--- config.mk ---
export PLATFORM = sky130hd
export DESIGN_NAME = gf180mcu_fd_sc_mcu7t5v0__dlycal_16
export DESIGN_NICKNAME = d
export VERILOG_FILES = /design/src/rtl/gf180mcu_fd_sc_mcu7t5v0__dlycal_16.sv
export SDC_FILE = /design/constraint.sdc
export NUM_CORES = 1
export LEC_CHECK = 0
export BUFFER_PORTS_ARGS = -buffer_cell sky130_fd_sc_hd__clkbuf_2
export CORE_MARGIN = 10
export CORE_UTILIZATION = 58
export CTS_CLUSTER_SIZE = 40
export DETAILED_ROUTE_END_ITERATION = 10
export GPL_ROUTABILITY_DRIVEN = 0
export PLACE_DENSITY = 0.86
export REMOVE_ABC_BUFFERS = 1
export SLEW_MARGIN = 20
export SYNTH_ARGS = -nofsm -noshare
export SYNTH_HDL_FRONTEND = slang
export SYNTH_SLANG_ARGS = --single-unit
--- constraint.sdc ---
create_clock -name CLK -period 5.9 [get_ports CLK]
set_clock_uncertainty 0.1 [all_clocks]
set_input_delay 0.59 -clock CLK [delete_from_list [all_inputs] [get_ports CLK]]
set_output_delay 0.59 -clock CLK [all_outputs]
set_load 0.02 [all_outputs]
--- src/rtl/gf180mcu_fd_sc_mcu7t5v0__dlycal_16.sv ---
// Delay-chain calibrator: launches an edge into a delay chain, samples the
// tap outputs one clock later, and averages the tap count over 2^NAVG_LOG2
// runs. A chain that never settles to all-zero while armed aborts the run
// with CODE all ones and ERR set.
// Optional macro GF180MCU_FD_SC_DLYCAL_BUBBLE_EN: flags non-thermometer
// samples into ERR (CODE stays popcount based).
module gf180mcu_fd_sc_mcu7t5v0__dlycal_16 #(
  parameter int NTAP      = 16,
  parameter int NAVG_LOG2 = 2,
  parameter int ARM_TMO   = 15
) (
  input  logic                       CLK,
  input  logic                       RST,
  input  logic                       START,
  output logic                       LAUNCH,
  input  logic [NTAP-1:0]            TAP,
  output logic                       BUSY,
  output logic                       DONE,
  output logic [$clog2(NTAP+1)-1:0]  CODE,
  output logic                       ERR
);

  localparam int CW  = $clog2(NTAP + 1);
  localparam int AW  = CW + NAVG_LOG2;
  localparam int ITW = (NAVG_LOG2 > 0) ? NAVG_LOG2 : 1;
  localparam logic [ITW-1:0] LAST_ITER = ITW'((1 << NAVG_LOG2) - 1);
  localparam logic [7:0]     TMO_LAST  = 8'(ARM_TMO - 1);

  typedef enum logic [2:0] {
    S_IDLE,
    S_ARM,
    S_FIRE,
    S_CAPT,
    S_FIN
  } state_t;

  state_t           state;
  state_t           state_nx;
  logic             timeout;
  logic [ITW-1:0]   iter_cnt;
  logic [7:0]       arm_cnt;
  logic [AW-1:0]    acc;
  logic [AW-1:0]    acc_nx;
  logic [NTAP-1:0]  tap_p1;
  logic [CW-1:0]    pop_now;
  logic             bub_flag;
  logic             bub_now;
  logic             tap_nz;

  function automatic logic [CW-1:0] popcount(input logic [NTAP-1:0] v);
    logic [CW-1:0] n;
    n = '0;
    for (int i = 0; i < NTAP; i++) begin
      n = n + CW'(v[i]);
    end
    return n;
  endfunction

`ifdef GF180MCU_FD_SC_DLYCAL_BUBBLE_EN
  // A thermometer code 0..01..1 plus one has no bit in common with itself.
  function automatic logic is_bubble(input logic [NTAP-1:0] v);
    logic [NTAP:0] s;
    s = {1'b0, v};
    return |(s & (s + 1'b1));
  endfunction

  assign bub_now = is_bubble(tap_p1);
`else
  assign bub_now = 1'b0;
`endif

  assign tap_nz  = |TAP;
  assign pop_now = popcount(tap_p1);
  assign acc_nx  = acc + AW'(pop_now);

  // Next-state decode; timeout marks the ARM abort path.
  always_comb begin
    state_nx = state;
    timeout  = 1'b0;
    case (state)
      S_IDLE: if (START) state_nx = S_ARM;
      S_ARM: begin
        if (!tap_nz) begin
          state_nx = S_FIRE;
        end else if (arm_cnt == TMO_LAST) begin
          timeout  = 1'b1;
          state_nx = S_FIN;
        end
      end
      S_FIRE: state_nx = S_CAPT;
      S_CAPT: state_nx = (iter_cnt == LAST_ITER) ? S_FIN : S_ARM;
      S_FIN:  state_nx = S_IDLE;
      default: state_nx = S_IDLE;
    endcase
  end

  // Stage p1: chain sample taken on the edge that ends FIRE.
  always_ff @(posedge CLK) begin
    if (state == S_FIRE) tap_p1 <= TAP;
  end

  // State register, registered outputs, counters and result registers.
  always_ff @(posedge CLK) begin
    if (RST) begin
      state    <= S_IDLE;
      LAUNCH   <= 1'b0;
      BUSY     <= 1'b0;
      DONE     <= 1'b0;
      CODE     <= '0;
      ERR      <= 1'b0;
      iter_cnt <= '0;
      arm_cnt  <= '0;
      acc      <= '0;
      bub_flag <= 1'b0;
    end else begin
      state  <= state_nx;
      LAUNCH <= (state_nx == S_FIRE);
      BUSY   <= (state_nx != S_IDLE);
      DONE   <= (state_nx == S_FIN);
      case (state)
        S_IDLE: begin
          if (START) begin
            iter_cnt <= '0;
            arm_cnt  <= '0;
            acc      <= '0;
            bub_flag <= 1'b0;
          end
        end
        S_ARM: begin
          arm_cnt <= tap_nz ? arm_cnt + 8'd1 : 8'd0;
          if (timeout) begin
            CODE <= '1;
            ERR  <= 1'b1;
          end
        end
        S_FIRE: arm_cnt <= '0;
        // Stage p2: accumulate the sample and close the run on the last one.
        S_CAPT: begin
          acc      <= acc_nx;
          iter_cnt <= iter_cnt + 1'b1;
          bub_flag <= bub_flag | bub_now;
          if (iter_cnt == LAST_ITER) begin
            CODE <= acc_nx[AW-1:NAVG_LOG2];
            ERR  <= bub_flag | bub_now;
          end
        end
        default: ;
      endcase
    end
  end

endmodule
==> impl_metrics.json, run 1 <==
{
  "clkTransAtPathRegs_ps": 80,
  "post_drt_wl_per_cell_um": 14.6,
  "slowest_delay_ps": 540,
  "clock-sinks": 45,
  "slew-limit-headroom_pct": 48.0,
  "via_per_inst": 5.60,
  "hold_viol": 0,
  "p_leak_nw": 1.08,
  "ys_warn_count": 0,
  "antenna_found_initial": 0,
  "slew_viol_final": 0,
  "dp_hpwl_um": 3490,
  "totalPowerFinal_mw": 0.552,
  "drt_pass1_iterations": 4,
  "drt_wl_total_um": 4500,
  "cp_cell_sequence": "fa_1 > inv_1 > fa_1 > fa_1 > fa_1 > fa_1 > fa_1 > nand2b_1 > a211oi_1 > o21ai_1 > o21ba_1 > a311oi_1",
  "syn_avg_cell_area_um2": 10.3,
  "die_h_um": 84.0,
  "startpoint_type": "flip-flop",
  "core_area_mm2": 0.00397,
  "synthFlopType": "dfxtp_1",
  "cp_common_cell": "fa_1",
  "synth.distinct_cells": 44,
  "critPathCaptureType": "flip-flop",
  "postCtsSetupBuffers": 0,
  "drtIter0Drc": 134,
  "tns_ps": 0,
  "syn_to_final_growth_pct": 10.8,
  "netlist_instances": 231,
  "min_path_type": "flip-flop to flip-flop",
  "htree_levels": 2,
  "io_pins": 28,
  "floorplan.rows": 23,
  "maxCapViolations": 0,
  "synth_area_mm2": 0.00238,
  "ys_seq_elements": 45,
  "layout-drive-gt1-share_pct": 19.4,
  "portBuffers": 27,
  "holdWs_ps": 371,
  "period_needed_ps": 4430,
  "nets": 299,
  "worstPathMaxFanout": 3,
  "synth_edf_count": 16,
  "dr_total_vias": 1726,
  "cts_buffers": 5,
  "diodes": 0,
  "finalSetupViolCount": 0,
  "cp_top_family": "adder cells",
  "rsz0062_at_grt": "no",
  "cts_resized": 0,
  "synth_seq_area_share_pct": 44.6,
  "worstMarginPinSlew_ps": 779,
  "multiInputGateArea_mm2": 0.00116,
  "hold_buffers": 0,
  "clock_latency_ps": 300,
  "grt_pass1_vias": 1761,
  "grt_pass1_wl_um": 8100,
  "peakVddDrop_mv": 0.161,
  "status": "finished clean",
  "grt_max_degree": 28,
  "gr-total-overflow": 0,
  "arrival_ps": 4530,
  "start_util_pct": 59.9,
  "timing.fmax_mhz": 226,
  "pwr_density_cell_mw_per_mm2": 210,
  "critical_path_required_ps": 6000,
  "period_share_pct": 75.1,
  "slowest_stage": "fa_1",
  "die_w_um": 84.0,
  "cts_root_buf": "clkbuf_8",
  "fill_cells": 321,
  "synthArstFlopShare_pct": 0,
  "critPathBufInv": 1,
  "seqCellArea_mm2": 0.00106,
  "final_core_util_pct": 66.3,
  "drtAntennaViolNets": 0,
  "cts_tree": "built",
  "drcViolationCount": 0,
  "clockBufferDepth": 2,
  "grt_use_total_pct": 13.7,
  "crit_type": "flip-flop to flip-flop",
  "fp.dieArea_mm2": 0.00706
}
-- metrics by stage --
step / std cells / setup WS, ps / instance area, um2
floorplan: 223 / 1730 / 2340
global placement: 300 / 1660 / 2530
detailed placement: 300 / 1480 / 2540
CTS: 308 / 1430 / 2630
global route: 308 / 1220 / 2630
finish: 308 / 1470 / 2630
-- final timing paths --
kind | cells after the start | slack [ps] | end | from
setup / recovery | 12 | 1470 | acc[6] | tap_p1[0]
hold / removal | 2 | 370 | CODE[4] | CODE[4]
setup reg to reg | 12 | 1470 | acc[6] | tap_p1[0]
hold reg to reg | 2 | 370 | CODE[4] | CODE[4]
-- final cells by class --
cell class	count	area share, %
well taps	50	2.38
inverters	32	4.56
flip-flops and latches	45	40.3
multi-input cells	146	44.0
clock buffers	6	3.14
repair buffers	27	5.13
clock inverters	2	0.523
-- layer usage --
| metal | vias up | routed length, um | GRT usage [%] |
|---|---|---|---|
| met2 | 56 | 2180 | 22.1 |
| met4 | 0 | 124 | 6.85 |
| li1 | 841 | - | - |
| met5 | - | 0 | 0 |
| met3 | 11 | 258 | 4.00 |
| met1 | 818 | 1940 | 16.2 |
-- registers in the layout, summed over array words and instances, names as in the netlist --
| name | cells |
|---|---|
| tap_p1 | 16 |
| arm_cnt | 8 |
| acc | 7 |
| CODE | 5 |
| state | 3 |
| iter_cnt | 2 |
| BUSY | 1 |
| DONE | 1 |
| ERR | 1 |
| LAUNCH | 1 |
-- layout by cell type (no fill, tap or decap), types with 6 or more instances in the layout --
master and count:
ha_1 11, edfxtp_1 16, fa_1 12, a21oi_1 10
clkbuf_8 6, nor3_2 6, dfxtp_1 29, inv_1 31
clkbuf_2 27, nor3_1 6, nand2_1 11, nor2_1 23
-- synthesized netlist by cell type, drive strengths merged (2+ instances only) --
master,count,area (um2)
xnor2,3,26.3
nor2b,4,25.0
a211oi,5,37.5
or3,2,12.5
or3b,2,17.5
nand2b,4,25.0
and4,2,17.5
nor3,12,90.1
nor3b,2,15.0
nand2,11,41.3
dfxtp,29,581
nand3,2,10.0
edfxtp,16,480
a21oi,11,66.3
nor4,5,31.3
fa,12,240
nor2,25,96.4
or2,2,12.5
nand4,3,18.8
buf,3,21.3
clkbuf,5,18.8
xor2,5,43.8
a22oi,3,22.5
o21ai,5,25.0
a311oi,2,17.5
ha,11,138
a221oi,4,53.8
a21o,2,15.0
inv,32,120
-- worst min-delay path, cell delays in order (launching register included) --
cell and delay, ps:
dfxtp_1 320, inv_1 60, a221oi_2 50
-- power breakdown --
group          internal, mW  switching [mW]  total, mW  leakage [nW]
clock                0.0950           0.105      0.200        0.0512
sequential            0.322         0.00278      0.325         0.378
combinational        0.0101          0.0168     0.0269         0.654
-- kinds of logic (layout without fill, tap and decap cells) --
kind of cell / after synthesis / after routing / synth area share (%)
flip-flops: 45 / 45 / 44.6
AO/OA/AOI/OAI: 36 / 36 / 11.4
AND/OR/NAND/NOR: 79 / 79 / 18.4
XOR/XNOR: 8 / 8 / 2.95
buffers and inverters: 40 / 67 / 6.74
adder cells (fa/ha/maj): 23 / 23 / 15.9
(Power assumes the default switching activity.)
==> inputs of run 2 (changes only) <==
--- a/config.mk
+++ b/config.mk
@@ -5,13 +5,14 @@
 export SDC_FILE = /design/constraint.sdc
 export NUM_CORES = 1
 export LEC_CHECK = 0
+export ABC_AREA = 1
 export BUFFER_PORTS_ARGS = -buffer_cell sky130_fd_sc_hd__clkbuf_2
 export CORE_MARGIN = 10
-export CORE_UTILIZATION = 58
+export CORE_UTILIZATION = 52
 export CTS_CLUSTER_SIZE = 40
 export DETAILED_ROUTE_END_ITERATION = 10
 export GPL_ROUTABILITY_DRIVEN = 0
-export PLACE_DENSITY = 0.86
+export PLACE_DENSITY = 0.82
 export REMOVE_ABC_BUFFERS = 1
 export SLEW_MARGIN = 20
 export SYNTH_ARGS = -nofsm -noshare
==> constraint.sdc (replaced) <==
create_clock -name CLK -period 3.9 [get_ports CLK]
set_clock_uncertainty 0.1 [all_clocks]
set_input_delay 0.39 -clock CLK [delete_from_list [all_inputs] [get_ports CLK]]
set_output_delay 0.39 -clock CLK [all_outputs]
set_load 0.02 [all_outputs]
==> run 2 against run 1 <==
Compared with the run above: the flow now finishes with violations (negative setup slack); non-clock buffer count increased by 2; largest power group unchanged; via count rose by 14%; worst setup slack got worse by 1500 ps; maximum frequency is 14% higher; hold slack lost 180 ps; sequential share of layout area shrank 2.9 points; clock power is 44% higher; sequential cell count stayed put.
==> impl_metrics.json, run 2 <==
{
  "die_w_um": 89.2,
  "die_h_um": 89.2,
  "dp_hpwl_um": 3850,
  "drt_wl_total_um": 5000,
  "worst_r2r_path_depth": 13,
  "synth_edf_count": 16,
  "diodes": 0,
  "critPathBufInv": 2,
  "io_pins": 28,
  "drtAntennaViolNets": 0,
  "cp.depth": 13,
  "synthFlopType": "dfxtp_1",
  "portBuffers": 27,
  "drtIter0Drc": 115,
  "htree_levels": 2,
  "largest_register_ffs": 16,
  "synth_area_mm2": 0.00249,
  "min_path_type": "input pin to flip-flop",
  "hold_viol": 0,
  "critPathCapture": "CODE[4]",
  "clock_latency_ps": 290,
  "synth_area_leader_cell": "dfxtp_1",
  "fill_cells": 391,
  "setup_slack_ps": -0.290,
  "synth_area_leaders": "dfxtp_1, edfxtp_1, fa_1, nand2_1, inv_1",
  "clock-sinks": 45,
  "gr-total-overflow": 0,
  "syn_to_final_growth_pct": 14.1,
  "cp_common_cell": "fa_1",
  "fp.dieArea_mm2": 0.00796,
  "timing.fmax_mhz": 256,
  "layout-drive-gt1-share_pct": 20.0,
  "slew_viol_final": 0,
  "ys_seq_elements": 45,
  "regMostFlops": "tap_p1",
  "via_per_inst": 5.11,
  "arrival_ps": 3990,
  "syn_avg_cell_area_um2": 8.47,
  "stdcell_area_mm2": 0.00284,
  "final_core_util_pct": 60.5,
  "finalSetupViolCount": 1,
  "r2r_start": "tap_p1[10]",
  "rsz0062_at_grt": "yes",
  "final_common_cell": "nand2_1",
  "cts_root_buf": "clkbuf_8",
  "crit_type": "flip-flop to flip-flop",
  "pwr_density_cell_mw_per_mm2": 293,
  "holdWs_ps": 186,
  "largestRegisters": "tap_p1 (16), arm_cnt (8), acc (7)",
  "netlist_instances": 294,
  "floorplan.rows": 25,
  "grt_use_total_pct": 13.7,
  "cts_tree": "built",
  "post_dp_cell_area_mm2": 0.00270,
  "cp_cell_sequence": "fa_1 > inv_1 > fa_1 > fa_1 > fa_1 > fa_2 > fa_2 > inv_2 > nand4_1 > nand3_1 > nand2_2 > a21oi_2 > nor2_1",
  "totalPowerFinal_mw": 0.831,
  "worstMarginPinSlew_ps": 585,
  "peakVddDrop_mv": 0.250,
  "ys_warn_count": 0,
  "clkTransAtPathRegs_ps": 80,
  "period_needed_ps": 3900,
  "slowest_stage": "fa_1",
  "clockBufferDepth": 2,
  "cts_buffers": 5,
  "maxCapViolations": 0,
  "start_util_pct": 53.1,
  "p_switching_mw": 0.181,
  "hold_buffers": 0,
  "worstPathMaxFanout": 2,
  "grt_pass1_wl_um": 8630,
  "internal_power_mw": 0.650,
  "period_share_pct": 100,
  "violations": "negative setup slack",
  "drcViolationCount": 0,
  "antenna_found_initial": 0,
  "pwr-share-seq_pct": 59.0,
  "timing.rr.end": "CODE[4]",
  "post_drt_wl_per_cell_um": 13.0,
  "grt_pass1_vias": 1963,
  "dp_slack_ps": -125,
  "startpoint": "tap_p1[10]",
  "reg2reg_slack_ps": -0.3,
  "synth_common_cells": "nand2_1, inv_1, nor2_1, dfxtp_1",
  "dr_total_vias": 1964,
  "startpoint_type": "flip-flop",
  "synth.distinct_cells": 30,
  "grt_max_degree": 17,
  "yosys.area.top_type_share_pct": 23.3,
  "p_clk_share_pct": 34.7,
  "slowest_delay_ps": 560,
  "drt_pass1_iterations": 4,
  "p_sw_share_pct": 21.8,
  "nets": 371,
  "core_area_mm2": 0.00469,
  "pwr-share-comb_pct": 6.3,
  "critPathCaptureType": "flip-flop",
  "p_leak_nw": 1.38,
  "synth_seq_area_share_pct": 42.6,
  "final_cell_mix": "nand2_1, inv_1, dfxtp_1, nor2_1, clkbuf_2",
  "critical_path_required_ps": 3990,
  "status": "complete, but fails checks",
  "yosysMostFrequentCell": "nand2_1",
  "slew-limit-headroom_pct": 61.0,
  "synthArstFlopShare_pct": 0,
  "cp_top_family": "adder cells"
}
==> run 2: worst min-delay path by stage <==
stage	startpoint	end	slack, ps	cells past startpoint
floorplan	iter_cnt[0]	iter_cnt[0]	330	1
global placement	iter_cnt[0]	iter_cnt[0]	350	1
detailed placement	acc[2]	acc[2]	360	2
CTS	TAP[13]	tap_p1[13]	180	1
global route	TAP[12]	tap_p1[12]	180	1
finish	TAP[13]	tap_p1[13]	190	1
==> run 2: timing repair <==
action,CTS,global route
gates resized for setup,4,7
setup buffers,0,1
pin swaps,0,5
cloned,0,0
setup endpoints to repair,6,7
==> run 2: logic make-up after synthesis <==
| group | synth area share (%) |
|---|---|
| adder cells (fa/ha/maj) | 15.2 |
| AND/OR/NAND/NOR | 27.6 |
| AO/OA/AOI/OAI | 4.72 |
| buffers and inverters | 9.15 |
| XOR/XNOR | 0.704 |
| flip-flops | 42.6 |
==> run 2: final cells by class <==
class | instances | area [um2] | area share (%)
Multi-Input combinational cell | 189 | 1250 | 43.9
Sequential cell | 45 | 1060 | 37.4
Inverter | 59 | 224 | 7.89
Timing Repair Buffer | 29 | 150 | 5.29
Clock buffer | 8 | 90.1 | 3.17
Tap cell | 54 | 67.6 | 2.38
==> run 2: per-layer routing <==
| metal | GRT usage [%] | wire length, um | vias up |
|---|---|---|---|
| met2 | 24.6 | 2640 | 42 |
| met1 | 15.9 | 2110 | 920 |
| met4 | 4.91 | 61 | 0 |
| met3 | 2.46 | 184 | 6 |
| met5 | 0 | 0 | - |
| li1 | - | - | 996 |
==> run 2: stage by stage <==
step                setup TNS, ps  instances
CTS                             0        383
finish                     -0.290        384
floorplan                       0        293
global placement            -44.5        375
global route                 -506        384
detailed placement           -398        375
==> run 2: power by group through the flow <==
stage | combinational (mW) | sequential (mW) | clock, mW
2_1_floorplan | 0.0293 | 0.502 | 0
3_3_place_gp | 0.0512 | 0.501 | 0
3_5_place_dp | 0.0517 | 0.501 | 0
4_1_cts | 0.0524 | 0.490 | 0.297
5_1_grt | 0.0580 | 0.491 | 0.314
6_report | 0.0525 | 0.490 | 0.289
==> inputs of run 3 (changes only) <==
==> constraint.sdc (replaced) <==
create_clock -name CLK -period 3.12 [get_ports CLK]
set_clock_uncertainty 0.1 [all_clocks]
set_input_delay 0.156 -clock CLK [delete_from_list [all_inputs] [get_ports CLK]]
set_output_delay 0.156 -clock CLK [all_outputs]
set_load 0.02 [all_outputs]
==> run 3 against run 2 <==
Compared with the run above: routed wire length rose by 13%; hold slack got worse by 62 ps; via count rose by 5.8%; combinational power rose by 57%; the run still ends with negative setup slack left; register-to-register slack got worse by 860 ps; clock power rose by 39%; final cell count rose by 5.5%; final area rose by 8.7%; worst setup slack got worse by 860 ps; global-route usage rose by 1.7 points; die area did not move; non-clock buffer count rose by 21.
==> impl_metrics.json, run 3 (synthesis gave the netlist of run 2 again) <==
{
  "status": "complete, but fails checks",
  "violations": "negative setup slack",
  "reg2reg_slack_ps": -860,
  "dr_total_vias": 2078,
  "die_w_um": 89.2,
  "critical_path_required_ps": 3230,
  "cts_root_buf": "clkbuf_8",
  "dp_hpwl_um": 3930,
  "arrival_ps": 4090,
  "core_area_mm2": 0.00469,
  "cts_buffers": 5,
  "htree_levels": 2,
  "worstMarginPinSlew_ps": 635,
  "worst_r2r_path_depth": 13,
  "cp_cell_sequence": "fa_1 > inv_2 > fa_1 > fa_1 > fa_1 > fa_2 > fa_2 > inv_2 > nand4_1 > nand3_1 > nand2_2 > a21oi_2 > nor2_1",
  "grt_use_total_pct": 15.5,
  "min_path_cells": 2,
  "grt_max_degree": 17,
  "holdWs_ps": 125,
  "critPathCaptureType": "flip-flop",
  "largest_register_ffs": 16,
  "peakVddDrop_mv": 0.305,
  "grt_pass1_wl_um": 9650,
  "io_pins": 28,
  "regMostFlops": "tap_p1",
  "fp.dieArea_mm2": 0.00796,
  "largestRegisters": "tap_p1 (16), arm_cnt (8), acc (7)",
  "clock-sinks": 45,
  "via_per_inst": 5.13,
  "maxCapViolations": 0,
  "slowest_delay_ps": 550,
  "hold_viol": 0,
  "clkTransAtPathRegs_ps": 80,
  "totalPowerFinal_mw": 1.10,
  "antenna_found_initial": 0,
  "drcViolationCount": 0,
  "min_to": "acc[1]",
  "diodes": 0,
  "crit_type": "flip-flop to flip-flop",
  "hp-start": "RST",
  "final_common_cell": "nand2_1",
  "cts_tree": "built",
  "drt_wl_total_um": 5640,
  "pwr_density_cell_mw_per_mm2": 356,
  "cp_top_family": "adder cells",
  "drt_pass1_iterations": 4,
  "gr-total-overflow": 0,
  "startpoint_type": "flip-flop",
  "slowest_stage": "fa_1",
  "period_share_pct": 128,
  "slew_viol_final": 0,
  "portBuffers": 27,
  "r2r_start": "tap_p1[2]",
  "rsz0062_at_grt": "yes",
  "p_leak_nw": 1.49,
  "floorplan.rows": 25,
  "cp_common_cell": "fa_1",
  "tns_ps": -9000,
  "setup_slack_ps": -864,
  "timing.fmax_mhz": 251,
  "post_drt_wl_per_cell_um": 13.9,
  "start_util_pct": 53.1,
  "layout-drive-gt1-share_pct": 22.5,
  "syn_to_final_growth_pct": 24.0,
  "worstPathMaxFanout": 2,
  "clock_latency_ps": 300,
  "clockBufferDepth": 2,
  "final_core_util_pct": 65.8,
  "drtIter0Drc": 154,
  "die_h_um": 89.2,
  "nets": 392,
  "grt_pass1_vias": 2120,
  "min_path_type": "input pin to flip-flop",
  "drtAntennaViolNets": 0,
  "timing.rr.end": "CODE[4]",
  "finalSetupViolCount": 12,
  "slew-limit-headroom_pct": 57.7,
  "critPathBufInv": 2,
  "final_cell_mix": "nand2_1, inv_1, nor2_1",
  "period_needed_ps": 3980
}
-- run 3: cell count changes in the layout (fill, tap and decap cells not counted), moves of 2 or more --
cell / change
a21oi_1: -2
a21oi_2: +2
buf_4: +4
dlygate4sd3_1: +16
inv_1: -2
nand3_1: -3
nand3_2: +3
-- run 3: per-layer routing --
layer	wire length, um	vias up	GRT usage (%)
li1	-	1041	-
met4	88	0	6.36
met2	3090	34	27.4
met3	180	10	2.83
met1	2280	993	17.8
met5	0	-	0
-- run 3: per-stage QoR --
step                      setup WS (ps)  instance area (um2)  instances
after CTS                          -780                 3030        403
after global routing              -1050                 3090        405
after detailed placement           -907                 2720        378
after floorplan                    -736                 2490        293
after global placement             -805                 2720        378
final                              -864                 3090        405
-- run 3: worst max-delay path by stage --
| stage | from | endpoint | slack (ps) | cells past startpoint |
|---|---|---|---|---|
| floorplan | tap_p1[0] | acc[4] | -740 | 12 |
| global placement | tap_p1[0] | acc[2] | -800 | 11 |
| detailed placement | tap_p1[0] | acc[4] | -910 | 12 |
| CTS | tap_p1[0] | CODE[4] | -780 | 13 |
| global route | tap_p1[2] | acc[4] | -1050 | 12 |
| finish | tap_p1[2] | CODE[4] | -860 | 13 |
-- run 3: area by class of cell --
class	instances	area, um2
clock buffers	7	97.6
clock inverters	1	5.00
well taps	54	67.6
flip-flops and latches	45	1060
repair buffers	50	352
inverters	59	226
fillers	362	1610
multi-input cells	189	1280
-- run 3: repair_timing --
action,CTS,global route
pin swaps,14,10
buffers inserted,1,2
hold endpoints to repair,16,0
gates resized for setup,12,10
hold buffers,16,0
endpoints found under the setup margin,12,12
-- run 3: power by group --
part           internal [mW]  leakage (nW)  total, mW  switching [mW]
Sequential             0.610         0.378      0.613         0.00323
Clock                  0.206        0.0534      0.403           0.197
Combinational         0.0352          1.06     0.0826          0.0474
Total                  0.850          1.49       1.10           0.248
